`config.mk`:
```
export PLATFORM = sky130hd
export DESIGN_NAME = eth_pkt_gen_flat
export DESIGN_NICKNAME = d
export VERILOG_FILES = /design/src/rtl/eth_pkt_gen_if.sv /design/src/rtl/eth_pkt_gen.sv /design/src/flat_wrapper.sv
export SDC_FILE = /design/constraint.sdc
export NUM_CORES = 1
export LEC_CHECK = 0
export CAP_MARGIN = 25
export CORE_MARGIN = 2
export CORE_UTILIZATION = 59
export CTS_CLUSTER_SIZE = 28
export DETAILED_ROUTE_END_ITERATION = 8
export PLACE_DENSITY = 0.81
export RECOVER_POWER = 50
export SETUP_SLACK_MARGIN = 0.15
export SLEW_MARGIN = 10
export SYNTH_ARGS = -nofsm -noshare
export SYNTH_HDL_FRONTEND = slang
export SYNTH_SLANG_ARGS = --single-unit
```
`constraint.sdc`:
```
create_clock -name clk_mac -period 5 [get_ports clk_mac]
set_clock_uncertainty 0.2 [all_clocks]
set_input_delay 1 -clock clk_mac [delete_from_list [all_inputs] [get_ports clk_mac]]
set_output_delay 1 -clock clk_mac [all_outputs]
set_load 0.03 [all_outputs]
```
`src/rtl/eth_pkt_gen_if.sv`:
```
// eth_pkt_gen_if: byte-wide MAC transmit stream between the packet generator
// (master) and the MAC (slave). A byte moves on a cycle with tx_vld and tx_ack.
`timescale 1ns/1ps
interface eth_pkt_gen_if;
  logic       tx_vld;
  logic       tx_sof;
  logic       tx_eof;
  logic       tx_err;
  logic [7:0] tx_dat;
  logic       tx_ack;

  modport master (
    output tx_vld,
    output tx_sof,
    output tx_eof,
    output tx_err,
    output tx_dat,
    input  tx_ack
  );

  modport slave (
    input  tx_vld,
    input  tx_sof,
    input  tx_eof,
    input  tx_err,
    input  tx_dat,
    output tx_ack
  );
endinterface

```
`src/rtl/eth_pkt_gen.sv`:
```
// eth_pkt_gen: Ethernet test-frame generator for a byte-wide MAC transmit port.
// Sends bursts of frames (header: DST/SRC MAC, EtherType, 32-bit sequence
// number; payload: incrementing byte pattern) separated by a programmable gap.
// Optional feature: define ETH_PKT_GEN_ERR_INJ_EN to add the err_inj input,
// which marks a frame at its sof transfer so tx_err is raised on its eof byte.
`timescale 1ns/1ps
module eth_pkt_gen #(
  parameter logic [47:0] DST_MAC   = 48'hFFFFFFFFFFFF,
  parameter logic [47:0] SRC_MAC   = 48'h000000000000,
  parameter logic [15:0] ETHERTYPE = 16'hEBEB,
  parameter int          GAP_W     = 16,
  parameter int          CNT_W     = 16
) (
  input  logic             clk_mac,
  input  logic             rst,
  input  logic             start,
  input  logic             stop,
  input  logic [10:0]      len,
  input  logic [CNT_W-1:0] burst,
  input  logic [GAP_W-1:0] gap,
`ifdef ETH_PKT_GEN_ERR_INJ_EN
  input  logic             err_inj,
`endif
  eth_pkt_gen_if.master    tx,
  output logic             busy,
  output logic [CNT_W-1:0] frames_sent
);

  typedef enum logic [1:0] {
    IDLE = 2'd0,
    SEND = 2'd1,
    GAP  = 2'd2
  } state_t;

  localparam logic [10:0] MIN_LEN = 11'd60;
  localparam logic [10:0] MAX_LEN = 11'd1514;

  state_t           state;
  logic [10:0]      len_q;
  logic [CNT_W-1:0] burst_q;
  logic [GAP_W-1:0] gap_q;
  logic [GAP_W-1:0] gap_cnt;
  logic [CNT_W-1:0] burst_cnt;
  logic [10:0]      byte_idx;
  logic [31:0]      seq;
  logic             stop_pend;

  logic             vld_q;
  logic             sof_q;
  logic             eof_q;
  logic [7:0]       dat_q;

`ifdef ETH_PKT_GEN_ERR_INJ_EN
  logic             err_q;
  logic             err_mark;
`endif

  // Byte value at position idx of the frame carrying sequence number sq.
  function automatic logic [7:0] frame_byte(input logic [10:0] idx,
                                            input logic [31:0] sq);
    int         i;
    logic [7:0] b;
    i = int'(idx);
    if (i < 6)
      b = 8'(DST_MAC >> (8 * (5 - i)));
    else if (i < 12)
      b = 8'(SRC_MAC >> (8 * (11 - i)));
    else if (i == 12)
      b = ETHERTYPE[15:8];
    else if (i == 13)
      b = ETHERTYPE[7:0];
    else if (i < 18)
      b = 8'(sq >> (8 * (17 - i)));
    else
      b = 8'(i - 18);
    return b;
  endfunction

  // Runt frames are padded up to the minimum and oversize ones cut to the
  // maximum untagged length, so the MAC always sees a legal frame size.
  function automatic logic [10:0] clamp_len(input logic [10:0] l);
    logic [10:0] r;
    if (l < MIN_LEN)
      r = MIN_LEN;
    else if (l > MAX_LEN)
      r = MAX_LEN;
    else
      r = l;
    return r;
  endfunction

  logic             xfer;
  logic [10:0]      next_idx;
  logic             next_is_last;
  logic             stop_seen;
  logic             burst_done;
  logic [31:0]      seq_next;
  logic [CNT_W-1:0] burst_cnt_next;

  assign xfer           = vld_q & tx.tx_ack;
  assign next_idx       = byte_idx + 11'd1;
  assign next_is_last   = (next_idx == (len_q - 11'd1));
  assign stop_seen      = stop_pend | stop;
  assign seq_next       = seq + 32'd1;
  assign burst_cnt_next = burst_cnt + CNT_W'(1);
  assign burst_done     = (burst_q != '0) && (burst_cnt_next == burst_q);

  assign tx.tx_vld = vld_q;
  assign tx.tx_sof = sof_q;
  assign tx.tx_eof = eof_q;
  assign tx.tx_dat = dat_q;
`ifdef ETH_PKT_GEN_ERR_INJ_EN
  assign tx.tx_err = err_q;
`else
  assign tx.tx_err = 1'b0;
`endif

  assign busy = (state != IDLE);

  // Frame sequencer: IDLE/SEND/GAP state machine driving the registered
  // stream outputs; a presented byte only changes after it is accepted.
  always_ff @(posedge clk_mac) begin
    if (rst) begin
      state       <= IDLE;
      len_q       <= MIN_LEN;
      burst_q     <= '0;
      gap_q       <= '0;
      gap_cnt     <= '0;
      burst_cnt   <= '0;
      byte_idx    <= '0;
      seq         <= '0;
      stop_pend   <= 1'b0;
      frames_sent <= '0;
      vld_q       <= 1'b0;
      sof_q       <= 1'b0;
      eof_q       <= 1'b0;
      dat_q       <= '0;
`ifdef ETH_PKT_GEN_ERR_INJ_EN
      err_q       <= 1'b0;
      err_mark    <= 1'b0;
`endif
    end else begin
      case (state)
        IDLE: begin
          stop_pend <= 1'b0;
          if (start) begin
            len_q     <= clamp_len(len);
            burst_q   <= burst;
            gap_q     <= gap;
            burst_cnt <= '0;
            byte_idx  <= '0;
            state     <= SEND;
            vld_q     <= 1'b1;
            sof_q     <= 1'b1;
            eof_q     <= 1'b0;
            dat_q     <= frame_byte(11'd0, seq);
`ifdef ETH_PKT_GEN_ERR_INJ_EN
            err_q     <= 1'b0;
            err_mark  <= 1'b0;
`endif
          end
        end

        SEND: begin
          if (stop)
            stop_pend <= 1'b1;
          if (xfer) begin
            if (!eof_q) begin
              byte_idx <= next_idx;
              dat_q    <= frame_byte(next_idx, seq);
              sof_q    <= 1'b0;
              eof_q    <= next_is_last;
`ifdef ETH_PKT_GEN_ERR_INJ_EN
              if (sof_q) begin
                err_mark <= err_inj;
                err_q    <= next_is_last & err_inj;
              end else begin
                err_q    <= next_is_last & err_mark;
              end
`endif
            end else begin
              frames_sent <= frames_sent + CNT_W'(1);
              seq         <= seq_next;
              burst_cnt   <= burst_cnt_next;
              byte_idx    <= '0;
              eof_q       <= 1'b0;
`ifdef ETH_PKT_GEN_ERR_INJ_EN
              err_q       <= 1'b0;
              err_mark    <= 1'b0;
`endif
              if (burst_done || stop_seen) begin
                state     <= IDLE;
                vld_q     <= 1'b0;
                sof_q     <= 1'b0;
                dat_q     <= '0;
                stop_pend <= 1'b0;
              end else if (gap_q != '0) begin
                state   <= GAP;
                gap_cnt <= gap_q;
                vld_q   <= 1'b0;
                sof_q   <= 1'b0;
              end else begin
                vld_q <= 1'b1;
                sof_q <= 1'b1;
                dat_q <= frame_byte(11'd0, seq_next);
              end
            end
          end
        end

        GAP: begin
          if (stop_seen) begin
            state     <= IDLE;
            stop_pend <= 1'b0;
            dat_q     <= '0;
          end else if (gap_cnt == GAP_W'(1)) begin
            state    <= SEND;
            byte_idx <= '0;
            vld_q    <= 1'b1;
            sof_q    <= 1'b1;
            eof_q    <= 1'b0;
            dat_q    <= frame_byte(11'd0, seq);
          end else begin
            gap_cnt <= gap_cnt - GAP_W'(1);
          end
        end

        default: begin
          state <= IDLE;
          vld_q <= 1'b0;
          sof_q <= 1'b0;
          eof_q <= 1'b0;
        end
      endcase
    end
  end

endmodule

```
`src/flat_wrapper.sv`:
```
// flat-port wrapper written by rule: the top's interface ports become plain ports
module eth_pkt_gen_flat 
#(
  parameter logic [47:0] DST_MAC   = 48'hFFFFFFFFFFFF,
  parameter logic [47:0] SRC_MAC   = 48'h000000000000,
  parameter logic [15:0] ETHERTYPE = 16'hEBEB,
  parameter int          GAP_W     = 16,
  parameter int          CNT_W     = 16
)
  (clk_mac, rst, start, stop, len, burst, gap, busy, frames_sent, tx_tx_vld, tx_tx_sof, tx_tx_eof, tx_tx_err, tx_tx_dat, tx_tx_ack);
  eth_pkt_gen_if tx_i ();
  input  logic clk_mac;
  input  logic rst;
  input  logic start;
  input  logic stop;
  input  logic [10:0] len;
  input  logic [CNT_W-1:0] burst;
  input  logic [GAP_W-1:0] gap;
  output logic busy;
  output logic [CNT_W-1:0] frames_sent;
  output wire logic [$bits(tx_i.tx_vld)-1:0] tx_tx_vld;
  output wire logic [$bits(tx_i.tx_sof)-1:0] tx_tx_sof;
  output wire logic [$bits(tx_i.tx_eof)-1:0] tx_tx_eof;
  output wire logic [$bits(tx_i.tx_err)-1:0] tx_tx_err;
  output wire logic [$bits(tx_i.tx_dat)-1:0] tx_tx_dat;
  input wire logic [$bits(tx_i.tx_ack)-1:0] tx_tx_ack;
  assign tx_tx_vld = tx_i.tx_vld;
  assign tx_tx_sof = tx_i.tx_sof;
  assign tx_tx_eof = tx_i.tx_eof;
  assign tx_tx_err = tx_i.tx_err;
  assign tx_tx_dat = tx_i.tx_dat;
  assign tx_i.tx_ack = tx_tx_ack;
  eth_pkt_gen #(.DST_MAC(DST_MAC), .SRC_MAC(SRC_MAC), .ETHERTYPE(ETHERTYPE), .GAP_W(GAP_W), .CNT_W(CNT_W)) u_core (.clk_mac(clk_mac), .rst(rst), .start(start), .stop(stop), .len(len), .burst(burst), .gap(gap), .tx(tx_i), .busy(busy), .frames_sent(frames_sent));
endmodule
```
-- Word-level counts from Yosys, hierarchy flattened
Cells that the tools add are included.
- memory bits (writable): 0
- bits in registers: 148
- memories kept: 0
- logic and storage cells: 135
- bits in latches: 0
- ROM bits: 0
- output and inout port bits: 29
- eq/ne operators: 19
- mux-type cells: 63
- reductions and logical operators: 19
- div/mod/pow operators: 0
- magnitude comparators: 5
- multiply operators: 0
- shift operators: 3
- add/subtract/negate cells: 10
- bitwise operators: 2
- operators by type and width (kind ; count):
    $mux W16 ; 9
    $mux W8 ; 12
    $mux W11 ; 7
    $pmux W16 S2 ; 2
    $shr A48 B32 Y8 const A ; 1
    $pmux W11 S3 ; 1
    $add A16 B1 Y16 const B ; 2
    $add A32 B1 Y32 const B ; 1
    $reduce_bool A16 Y1 ; 2
    $shr A1 B32 Y8 const A ; 1
    $shr A32 B32 Y8 ; 1
    $pmux W8 S3 ; 1
    $eq A11 B5 Y1 const B ; 2
    $reduce_and A5 Y1 ; 4
    $mux W1 ; 19
    $eq A16 B1 Y1 const B ; 1
    $eq A16 B16 Y1 ; 1
    $sub A16 B1 Y16 const B ; 1
    $mux W2 ; 7
    $pmux W1 S3 ; 4
    $sub A3 B11 Y12 const A ; 1
    $sub A4 B11 Y12 const A ; 1
    $sub A5 B11 Y12 const A ; 1
    $add A11 B1 Y11 const B ; 1
    26 further kinds ; 38

-- Depth between registers and ports, before layout
- depth after elaboration: 11
- mapped depth: 13

-- Worst setup path after synthesis
No wires, ideal clock.
- path type: reg-to-reg
- from: reg u_core.byte_idx[0]
- to: reg u_core.dat_q[1], in the netlist u_core.tx.tx_dat[1]
- period minus slack after synthesis: 3.480 ns
- setup slack: 1.520 ns
- buffers on the path: 2
- setup time: 0.095 ns
- arrival time: 3.185 ns
- stages on the path, launching flop included: 14
- path through: dfxtp_1 buf_2 buf_1 inv_1 ha_1 inv_1 ha_1 nand3_1 a32o_1 nor3_2 o211ai_1 o221ai_1 o21ai_1 a221oi_1
- cells in the longest elaborated chain, start to end: 11
- ends and longest elaborated chain (item ; line ; text):
    start: declaration ; eth_pkt_gen.sv:44 ; logic [10:0] byte_idx;
    start signal: assignment ; eth_pkt_gen.sv:169 ; byte_idx <= next_idx;
    $add A11 B1 Y11 (*) ; eth_pkt_gen.sv:101 ; assign next_idx = byte_idx + 11'd1;
    $sub A5 B11 Y12 ; eth_pkt_gen.sv:73 ; b = 8'(sq >> (8 * (17 - i)));
    $shr A32 B32 Y8 ; eth_pkt_gen.sv:73 ;
    $mux W8 ; eth_pkt_gen.sv:72 ; else if (i < 18)
    $mux W8 ; eth_pkt_gen.sv:70 ; else if (i == 13)
    $mux W8 ; eth_pkt_gen.sv:68 ; else if (i == 12)
    $mux W8 ; eth_pkt_gen.sv:66 ; else if (i < 12)
    $mux W8 (*) ; eth_pkt_gen.sv:64 ; if (i < 6)
    $mux W8 (*) ; eth_pkt_gen.sv:168 ; if (!eof_q) begin
    $mux W8 (*) ; eth_pkt_gen.sv:167 ; if (xfer) begin
    $pmux W8 S3 (*) ; eth_pkt_gen.sv:143 ; case (state)
    end signal: assignment ; eth_pkt_gen.sv:156 ; dat_q <= frame_byte(11'd0, seq);
    end signal: assignment ; eth_pkt_gen.sv:170 ; dat_q <= frame_byte(next_idx, seq);
    end signal: assignment ; eth_pkt_gen.sv:205 ; dat_q <= frame_byte(11'd0, seq_next);
    end: declaration ; eth_pkt_gen.sv:51 ; logic [7:0] dat_q;
Every way passes the cells marked *; elsewhere a longest branch is shown, timed or not. The select of a mux whose other input is x is not followed.
A chain may end at the register's enable or synchronous reset.

-- Final worst setup path
- from: reg u_core.burst_cnt[0]
- to: reg u_core.dat_q[1], in the netlist u_core.tx.tx_dat[1]
- cells in the longest elaborated chain, start to end: 8
- ends and longest elaborated chain (item ; line ; text):
    start: declaration ; eth_pkt_gen.sv:43 ; logic [CNT_W-1:0] burst_cnt;
    start signal: assignment ; eth_pkt_gen.sv:184 ; burst_cnt <= burst_cnt_next;
    $add A16 B1 Y16 (*) ; eth_pkt_gen.sv:105 ; assign burst_cnt_next = burst_cnt + CNT_W'(1);
    $eq A16 B16 Y1 (*) ; eth_pkt_gen.sv:106 ; assign burst_done = (burst_q != '0) && (burst_cnt_next == burst_q);
    $logic_and A1 B1 Y1 (*) ; eth_pkt_gen.sv:106 ;
    $logic_or A1 B1 Y1 (*) ; eth_pkt_gen.sv:191 ; if (burst_done || stop_seen) begin
    $mux W8 ; eth_pkt_gen.sv:191 ;
    $mux W8 ; eth_pkt_gen.sv:168 ;
    $mux W8 ; eth_pkt_gen.sv:167 ;
    $pmux W8 S3 ; eth_pkt_gen.sv:143 ;
Marks and branches as above.

==> flow_summary.toml <==
[logic_synthesis]
seq_area_frac_synth_pct = 34.3
synthesis.area_um2 = 8640
syn_nets = 1172
synthCells = 1108
synth.distinct_cells = 75
ys_seq_elements = 148
synth_ff_type = "dfxtp_1"
yosys_warnings = 0
synth-edff-count = 0
ys_async_sr_fraction_pct = 0
syn_area_per_cell_um2 = 7.80

[setup_path]
cp-start-kind = "flip-flop"
worst-setup-path-type = "reg2reg"
worstPathRequired_ns = 5.05
cp-end-kind = "flip-flop"
crit_slowest_cell = "nor3_1"
crit_fanout = 7
cpPeakStageDelay_ns = 0.77
crit_buf_inv = 0
cp_data_arrival_time_ns = 3.82
critPathTopFamily = "simple AND/OR/NAND/NOR gates"
path_cells = "ha_1, nand4_1, nor3_2, a211oi_1, nor4_1, and4_1, a211oi_4, nor3_1, a221oi_1"

[detailed_routing]
routedWlPerCell_um = 16.0
drc = 0
drtIter0Drc = 659
drtAntennaViolNets = 0
viasPerCell = 6.10
drt-pass1-iter-count = 6
num_vias = 8140
drt_wl_total_um = 21400

[floorplan]
start_util_pct = 59.9
die_area_um2 = 15600
ioPinCount = 77
core_um2 = 14400
die_h_um = 125
num_rows = 44
fp.dieW_um = 125

[power_and_ir_drop]
p_leak_uw = 0.00353
p_sw_uw = 1340
swShare_pct = 35.2
pwr-share-clk_pct = 33.5
ir_worst_vdd_mv = 0.261
total_power_uw = 3800
power_frac_seq_pct = 36.4
p_comb_share_pct = 30.1
powerDensity_nw_per_um2 = 382
p_int_uw = 2460

[sta]
tns_ns = 0
hold_violations = 0
fin_crit_sh_pct = 75.4
finalSetupViolCount = 0
tightest_slew_ns = 1.71
min_period_ns = 3.77
drv_slew = 87
rsz0062_at_grt = "false"
setup_slack_ns = 1.23
fmax_mhz = 265
relSlewSlack_pct = -13.8

[cts]
tritoncts = "yes"
htreeDepth = 4
clk_latency_ns = 0.43
cts_resized = 0
root_buffer = "clkbuf_16"
cts_buffers = 17
cts.sinks = 148
clkTransAtPathRegs_ns = 0.06
clk_path_buf_depth = 2
post_cts_buffers = 0
hold_buffers = 0

[final_layout]
final_cells = 1335
fillers = 1204
drive_gt1_share_pct = 5.56
fin_nets = 1202
multiInputGateArea_um2 = 5180
design_area_um2 = 9930
syn_to_final_growth_pct = 14.9
layout_common_cells = "nand2_1, dfxtp_1, a21oi_1"
antenna_cells = 0
mostFrequentLayoutCell = "nand2_1"
seq_area_um2 = 2960

[grt]
antenna_found_initial = 0
grt_pass1_vias = 7430
grt_usage_pct = 27.1
grt.overflow.total = 0
grt_max_degree = 87
grt_pass1_wl_um = 35800

[status]
violations = "capacitance limit, slew limit"
status = "finished, violations left"

[placed_design]
postPlaceCellArea_um2 = 9350
numPortBuffers = 75
dp.cells = 1303
place_ws_ns = 1.23
routabilityCongestion = 0.922
hpwl_um = 14700

[min_path]
hp-class = "reg2reg"

[flow_run]
max_cap_violations = 1
-- flip-flops by register name (all words and copies together), names as in the netlist --
signal,flops
u_core.state,2
u_core.len_q,11
u_core.burst_cnt,16
u_core.tx.tx_eof,1
u_core.gap_q,16
u_core.frames_sent,16
u_core.tx.tx_sof,1
u_core.gap_cnt,16
u_core.stop_pend,1
u_core.byte_idx,11
u_core.burst_q,16
u_core.tx.tx_vld,1
u_core.seq,32
u_core.tx.tx_dat,8
-- Yosys cell counts, types with 4 or more instances --
cell type,instances,share of area (%)
a211oi_1,6,0.52
a21oi_1,110,6.4
a221oi_1,16,1.6
a22oi_1,7,0.61
a2bb2oi_1,4,0.41
a311oi_1,4,0.41
a31oi_1,6,0.43
and2_1,5,0.36
and3_1,17,1.2
and4_1,12,1.2
buf_1,5,0.22
buf_2,15,0.87
buf_4,5,0.43
clkbuf_1,43,1.9
dfxtp_1,148,34
ha_1,16,2.3
inv_1,43,1.9
mux2i_1,7,0.81
mux4_2,8,2.1
nand2_1,151,6.6
nand2b_1,8,0.58
nand3_1,40,2.3
nand3b_1,6,0.52
nand4_1,16,1.2
nor2_1,95,4.1
nor2b_1,4,0.29
nor3_1,33,1.9
nor3b_1,5,0.43
nor4_1,20,1.4
o211ai_1,5,0.43
o21ai_0,50,2.9
o21ai_1,5,0.29
o221ai_1,5,0.51
o32ai_1,13,1.3
or3_1,21,1.5
or4_1,5,0.43
xnor2_1,57,5.8
xor2_1,37,3.8
-- layer usage --
layer	share of wire [%]	wire length (µm)	GRT usage (%)	up-vias
met3	5.0	1080	5.01	38
met1	44	9400	35.2	3826
met5	0	0	0	-
met2	49	10600	46.5	261
li1	-	-	-	4015
met4	1.7	371	7.52	0
-- area by class of cell --
class	count	share of cell area, %
clock buffer	21	4.64
clock inverter	11	1.29
inverter	44	1.66
multi-input combinational	843	52.1
sequential	148	29.8
tap	184	2.32
timing repair buffer	84	8.13
-- worst paths after layout --
check,from,endpoint,slack (ns),depth (start not counted)
worst min-delay path,u_core.tx.tx_dat[3],u_core.tx.tx_dat[3],0.26,2
worst min register to register,u_core.tx.tx_dat[3],u_core.tx.tx_dat[3],0.26,2
worst max register to register,u_core.burst_cnt[0],u_core.tx.tx_dat[1],1.23,9
worst max-delay path,u_core.burst_cnt[0],u_core.tx.tx_dat[1],1.23,9
-- stage by stage --
| stage | hold slack (ns) | util (%) |
|---|---|---|
| 2_1_floorplan | 0.244 | - |
| 3_3_place_gp | 0.258 | 64.8 |
| 3_5_place_dp | 0.262 | 64.8 |
| 4_1_cts | 0.270 | 68.9 |
| 5_1_grt | 0.290 | 68.8 |
| 6_report | 0.265 | 68.8 |
-- worst reg2reg max path: stages, from the launching register on --
cell	delay [ns]
dfxtp_1	0.46
ha_1	0.35
nand4_1	0.28
nor3_2	0.35
a211oi_1	0.17
nor4_1	0.29
and4_1	0.42
a211oi_4	0.11
nor3_1	0.77
a221oi_1	0.20
-- power groups by stage --
| stage | logic, µW | clock network (µW) | registers [µW] |
|---|---|---|---|
| final | 1140 | 1270 | 1380 |
| after global routing | 1260 | 1340 | 1390 |
| after CTS | 1150 | 1280 | 1380 |
| after detailed placement | 1130 | 0 | 1400 |
| after global placement | 1120 | 0 | 1400 |
| after floorplan | 777 | 0 | 1430 |
-- cells by family (layout without fill, tap and decap cells) --
logic type	Yosys count	count (layout)	synth area share [%]
and+or+nand+nor	455	455	25.9
AOI/OAI and AO/OA	262	262	19.2
DFF	148	148	34.3
buffers and inverters	117	160	5.81
xor gates and xnor gates	94	94	9.53
adders and majority gates	16	16	2.32
muxes	15	15	2.90
other	1	1	0.0434
(Power assumes the default switching activity.)
